===== src/rtl/pulse_cdc_pkg.sv =====
// Shared types and helpers for the source-side pulse spacer.
// State encoding and a width helper for the gap timer.
package pulse_cdc_pkg;

   typedef enum logic {
      ST_IDLE = 1'b0,
      ST_WAIT = 1'b1
   } state_e;

   // Ceiling log2 of v, never less than one bit.
   function automatic int clog2(input int v);
      int r;
      r = 0;
      for (int i = 0; i < 31; i++) begin
         if ((32'd1 << i) < v) r = i + 1;
      end
      if (r == 0) r = 1;
      return r;
   endfunction

endpackage


===== src/rtl/pulse_gap_timer.sv =====
// Down-counter enforcing the spacing between issued pulses.
// Loads on a fire, counts down while waiting, flags zero.
module pulse_gap_timer #(
   parameter int W = 2
) (
   input  logic         clk,
   input  logic         rst_n,
   input  logic         load_i,
   input  logic [W-1:0] load_val_i,
   input  logic         dec_i,
   output logic         zero_o
);

   logic [W-1:0] cnt_q, cnt_d;

   // Load wins over decrement; decrement stops at zero.
   always_comb begin
      cnt_d = cnt_q;
      if (load_i) begin
         cnt_d = load_val_i;
      end else if (dec_i && (cnt_q != '0)) begin
         cnt_d = cnt_q - 1'b1;
      end
   end

   // Counter register with synchronous active-low reset.
   always_ff @(posedge clk) begin
      if (!rst_n) cnt_q <= '0;
      else        cnt_q <= cnt_d;
   end

   assign zero_o = (cnt_q == '0);

endmodule


===== src/rtl/pulse_spacer_a.sv =====
// Absorbs bursty events and re-issues them as pulses spaced
// at least GAP clka cycles apart for a toggle synchroniser.
module pulse_spacer_a
   import pulse_cdc_pkg::*;
#(
   parameter int GAP   = 4,
   parameter int CNT_W = 4
) (
   input  logic             clka,
   input  logic             rsta,
   input  logic             ev_i,
   input  logic             en_i,
   input  logic             ovf_clr,
   output logic             pulse_o,
   output logic [CNT_W-1:0] pending,
   output logic             busy_o,
   output logic             ovf_o
);

   localparam int             GW    = clog2(GAP - 1);
   localparam logic [GW-1:0]  GLOAD = GW'(GAP - 2);
   localparam logic [CNT_W-1:0] PMAX = '1;

   state_e           state_q, state_d;
   logic             pulse_q, pulse_d;
   logic [CNT_W-1:0] pend_q, pend_d;
   logic             ovf_q, ovf_d;
   logic             avail;
   logic             fire;
   logic             drop;
   logic             tmr_zero;

   // A direct event counts as available so it can be consumed in-cycle.
   assign avail = (pend_q != '0) || ev_i;
   assign fire  = (state_q == ST_IDLE) && en_i && avail;

   pulse_gap_timer #(
      .W (GW)
   ) u_gap (
      .clk        (clka),
      .rst_n      (rsta),
      .load_i     (fire),
      .load_val_i (GLOAD),
      .dec_i      (state_q == ST_WAIT),
      .zero_o     (tmr_zero)
   );

   // Two-state issue FSM: fire a one-cycle pulse, then wait out the gap.
   always_comb begin
      state_d = state_q;
      pulse_d = 1'b0;
      unique case (state_q)
         ST_IDLE: begin
            if (fire) begin
               pulse_d = 1'b1;
               state_d = ST_WAIT;
            end
         end
         ST_WAIT: begin
            if (tmr_zero) state_d = ST_IDLE;
         end
         default: state_d = ST_IDLE;
      endcase
   end

   // Pending counter: an event fired in the same cycle it arrives nets to zero.
   always_comb begin
      pend_d = pend_q;
      drop   = 1'b0;
      unique case ({ev_i, fire})
         2'b10: begin
            if (pend_q == PMAX) drop = 1'b1;
            else                pend_d = pend_q + 1'b1;
         end
         2'b01:   pend_d = pend_q - 1'b1;
         default: pend_d = pend_q;
      endcase
   end

   // Sticky overflow; a new drop beats a simultaneous clear.
   always_comb begin
      ovf_d = ovf_q;
      if (drop)         ovf_d = 1'b1;
      else if (ovf_clr) ovf_d = 1'b0;
   end

   // All state registers, synchronous active-low reset.
   always_ff @(posedge clka) begin
      if (!rsta) begin
         state_q <= ST_IDLE;
         pulse_q <= 1'b0;
         pend_q  <= '0;
         ovf_q   <= 1'b0;
      end else begin
         state_q <= state_d;
         pulse_q <= pulse_d;
         pend_q  <= pend_d;
         ovf_q   <= ovf_d;
      end
   end

   assign pulse_o = pulse_q;
   assign pending = pend_q;
   assign ovf_o   = ovf_q;
   assign busy_o  = (state_q != ST_IDLE) || (pend_q != '0);

endmodule


===== config.mk =====
export PLATFORM = sky130hd
export DESIGN_NAME = pulse_spacer_a
export DESIGN_NICKNAME = d
export VERILOG_FILES = /design/src/rtl/pulse_cdc_pkg.sv /design/src/rtl/pulse_gap_timer.sv /design/src/rtl/pulse_spacer_a.sv
export SDC_FILE = /design/constraint.sdc
export NUM_CORES = 1
export LEC_CHECK = 0
export ABC_AREA = 1
export CAP_MARGIN = 20
export CORE_AREA = 3 3 40 42
export DETAILED_ROUTE_END_ITERATION = 12
export DIE_AREA = 0 0 43 45
export GPL_ROUTABILITY_DRIVEN = 0
export PLACE_DENSITY = 0.76
export SETUP_SLACK_MARGIN = 0.5
export SLEW_MARGIN = 30
export SYNTH_ARGS = -nofsm -noshare
export SYNTH_HDL_FRONTEND = slang
export SYNTH_HIERARCHICAL = 1
export SYNTH_SLANG_ARGS = --single-unit

===== constraint.sdc =====
create_clock -name clka -period 1.9 [get_ports clka]
set_input_delay 0.38 -clock clka [delete_from_list [all_inputs] [get_ports clka]]
set_output_delay 0.38 -clock clka [all_outputs]
set_load 0.1 [all_outputs]

### After elaboration in Yosys (flattened, before gate mapping)

Cells that the tools add are included.

* flip-flop bits (word level): 9
* input port bits: 5
* output and inout bits: 7
* logic and storage cells: 40

* add/subtract/negate cells: 3
* eq/ne operators: 4
* muxes and demuxes: 11
* bitwise logic cells: 2
* reductions and logical operators: 14

Operators by type and width (count)
* 4-bit one-hot mux with 2 select lines: 1
* 2-bit nonzero test: 4
* 1-bit 2-to-1 mux: 6
* 4-bit by 1-bit adder with 4-bit output (second input constant): 1
* 4-bit == test (second input constant): 1
* 2-bit 2-to-1 mux: 2
* 4-bit 2-to-1 mux: 1
* 4-bit nonzero test: 1
* 2-bit OR reduction: 2
* 4-bit by 1-bit subtractor with 4-bit output (second input constant): 1
* 1-bit logical AND: 3
* 2-bit by 1-bit == test with 1-bit output (second input constant): 1
* 2-bit == test (second input constant): 1
* 2-bit zero test: 1
* 1-bit logical OR: 2
* 2-bit inequality test (second input constant): 1
* 1-bit inverter: 2
* 1-bit one-hot mux with 2 select lines: 1
* 2-bit AND reduction: 1
* 2-bit by 1-bit subtractor with 2-bit output (second input constant): 1

### Longest topological paths before layout

* word-level depth: 6
* mapped depth: 11
* mapped depth without buffers: 11

### Cells and area by module

The synthesis kept the hierarchy.

Modules (own cells, without submodules)
* pulse_spacer_a: instances 1, cells an instance 66, area each 452.9 µm², seq. area each 140.1 µm²
* pulse_gap_timer: instances 1, cells an instance 24, area each 136.4 µm², seq. area each 40.0 µm²

### Least setup slack after synthesis

No wires, ideal clock.

* path kind: reg-to-output
* from: register pend_q[2], in the netlist pending[2]
* to: output port busy_o
* arrival time: 1.924 ns
* required time: 1.520 ns
* slack: -0.404 ns
* cell stages (with the launch flop): 3
* path buffers: 0
* path through: dfxtp_1 nor2_2 nand3_1

* longest elaborated chain between the ends: 2

RTL lines
* from (decl): line pulse_spacer_a.sv:26 `logic [CNT_W-1:0] pend_q, pend_d;`
* from (signal assigned): line pulse_spacer_a.sv:97 `pend_q <= pend_d;`
* 4-bit nonzero test: line pulse_spacer_a.sv:105 `assign busy_o = (state_q != ST_IDLE) || (pend_q != '0);`
* 1-bit logical OR: line pulse_spacer_a.sv:105
* to (decl): line pulse_spacer_a.sv:16 `output logic busy_o,`

No other way between the ends.

### Worst setup path in the final report

* from: register pend_q[1], in the netlist pending[1]
* to: register pend_q[2], in the netlist pending[2]

* longest elaborated chain between the ends: 6
* elaborated cells on any way between the ends: 13
* classes of those cells: 2 x add/sub; 4 x eq/ne; 2 x mux; 5 x reduce/logical

RTL lines
* parallel branches: the longest is 6 deep, another holds 4-bit by 1-bit adder with 4-bit output

Parallel ways; which one is timed is not known. The select of a mux whose other input is x is not followed.
A chain may end at the register's enable or synchronous reset.

==> summary.md <==
| Metric | Value |
|---|---|
| Post-synth top area cell | `dfxtp_1` |
| Seq/Total Area, Yosys | `0.306` |
| Max cap viols | `0` |
| RSZ-0062 raised after global routing | `yes` |
| Post-synth top cells | `nand2_1 (20), inv_1 (15), nor2_1 (13)` |
| Netlist cell types | `19` |
| Syn_area_per_cell | `about 6.5 sq um` |
| Slew Limit Fails | `0` |
| Initial antenna violation count | `0` |
| Routed vias | `570` |
| Most common cell in the netlist | `nand2_1` |
| Largest net degree at the start of global routing | `8` |
| Clock Latency Late Sink | `~250 ps` |
| Avg WL per Cell | `9.84 um` |
| IO buf count | `11` |
| Hold Fails Final Rpt | `0` |
| Main area contributors after synthesis | `dfxtp_1 (31%), nand2_1 (13%), inv_1 (9.6%), nor2_1 (8.3%), ha_1 (4.2%)` |
| Pwr dens | `about 1000 nW/um^2` |
| First-pass GRT wire length | `between 2000 and 2500 um` |
| Fmax | `approximately 0.69 GHz` |
| DRC | `0` |
| Min Tclk post-route | `roughly 1400 ps` |
| Max FO, Critical Path | `4` |
| Flop2flop setup slack | `460 ps` |
| Final Cycle Share | `0.758` |
| VDD IR max | `0.000581 V` |
| Final setup vio count | `0` |
| Synth Warn # | `6` |
| Non-Filler Instances | `~130` |
| Post-Syn Area | `just under 600 sq um` |
| Total CTS buffers | `3` |
| Syn Inst Count | `90` |
| Initial Util | `0.459` |
| Reg clk slew, reported paths | `approximately 60 ps` |
| WP data arrival | `approximately 1600 ps` |
| DP Worst Slack | `-70.1 ps` |
| CTS Root Cell | `clkbuf_4` |
| Total GRT Usage | `0.145` |
| Grt total ovfl | `0` |
| Die ar. | `around 1900 sq um` |
| Nets | `~120` |
| Die W | `about 43 um` |
| CTS tree | `done` |
| Mapped Nets | `97` |
| Initial drt markers | `12` |
| Setup TNS | `0 ps` |
| Worst hold path type | `register to register` |
| Leak | `roughly 0.44 nW` |
| Layout cells sized above 1 | `0.465` |
| CORE AREA | `approximately 1300 sq um` |
| Row count | `13` |
| Number of synthesized flops with an enable pin | `0` |
| Primary FF master, synth | `dfxtp_1` |
| Via density | `between 4 and 5` |
| Placed instance count | `119` |
| Hold_buf cts | `0` |
| Clock buffer depth | `2` |
| Status | `complete, no violations` |
| Yosys reg bits | `9` |
| Final setup margin | `between 400 and 500 ps` |
| Vias in the first global route | `about 520` |
| Die Height | `between 40 and 50 um` |
| Synth top area share | `0.306` |
| Clock sinks | `9` |
| Worst EP required | `between 2000 and 2500 ps` |
| Critical Path Source Type | `register` |
| Setup crit end kind | `register` |
| Ports | `12` |
| Final HPWL DP | `around 920 um` |
| Drt total wl | `1270 um` |
| H-tree depth | `1` |
| Antenna fix cells | `0` |
| Area added between synthesis and finish | `54.8%` |
| Final Skew | `4.24 ps` |
| First drt pass iteration count | `4` |
| Final ANT Viol Nets | `0` |
| Async SR Flop Fraction | `0` |
| Crit path kind | `register to register` |
-- cell families (layout without fill, tap and decap cells) --
family / Yosys count / after routing / synth area share
adders and majority gates: 2 / 2 / 0.0425
DFF: 9 / 9 / 0.306
buffers and inverters: 20 / 44 / 0.127
other: 2 / 2 / 0.0127
AOI/OAI and AO/OA: 8 / 8 / 0.0934
and+or+nand+nor: 48 / 48 / 0.403
xor gates and xnor gates: 1 / 1 / 0.0149
-- layout by cell type, fill, tap and decap left out, types with 3 or more instances in the layout --
master / n
nand3_1: 3
buf_12: 5
nor2_1: 11
inv_1: 11
nand2_1: 17
dfxtp_1: 4
nor2_4: 3
clkbuf_4: 3
o21ai_0: 3
dfxtp_4: 4
nor2_2: 3
buf_4: 11
inv_2: 7
nand2_2: 7
-- layer usage --
metal / part of all wire / track usage / vias up / routed length, um
met5: 0 / 0 / - / 0
met4: 0.0047 / 0.0361 / 0 / 6
met3: 0.054 / 0.0279 / 2 / 69
met2: 0.45 / 0.234 / 11 / 569
met1: 0.49 / 0.202 / 241 / 625
li1: - / - / 316 / -
-- registers in the layout (all words and copies together) (netlist names) --
signal,count
ovf_o,1
pending,4
pulse_o,1
state_q,1
u_gap/cnt_q,2
-- critical path, cell delays in order (launching register included) --
cell     delay, ps
dfxtp_4        350
nor2_4         150
nand2_2        100
nand3_4        100
xor2_2         130
ha_2           180
inv_2           40
nand2_2         50
nand2_2         60
nand3_2         50
nand2_1         50
nor2_1         100
-- what timing repair did --
item	CTS	global route
gates resized for setup	6	6
setup endpoints to repair	6	5
buffers inserted	5	1
cloned	0	0
pin swaps	6	8
-- stage by stage --
stage | cell area (sq um) | hold WS, ps | total power, mW | util
final | 912 | 464 | 0.937 | 0.710
after global placement | 822 | 453 | 0.733 | 0.640
after floorplan | 626 | 484 | 0.595 | -
after global routing | 912 | 493 | 0.989 | 0.710
after CTS | 893 | 468 | 0.926 | 0.695
after detailed placement | 822 | 459 | 0.742 | 0.640
-- final timing paths --
check        startpoint    endpoint  depth (start not counted)
min reg2reg       ovf_o       ovf_o                          2
max reg2reg  pending[1]  pending[2]                         11
max          pending[1]  pending[2]                         11
min               ovf_o       ovf_o                          2
-- cell type report --
type                       count  area [sq um]
multi-input combinational     61           375
fill                         102           373
timing repair buffer          20           220
sequential                     9           196
inverter                      20          75.1
clock buffer                   4          26.3
tap                           15          18.8
-- power by group --
group	internal [mW]	switching (mW)	total, mW
sequential	0.220	0.0249	0.245
clock	0.0808	0.0652	0.146
combinational	0.205	0.341	0.546
Power figures use the tool's default switching activity.
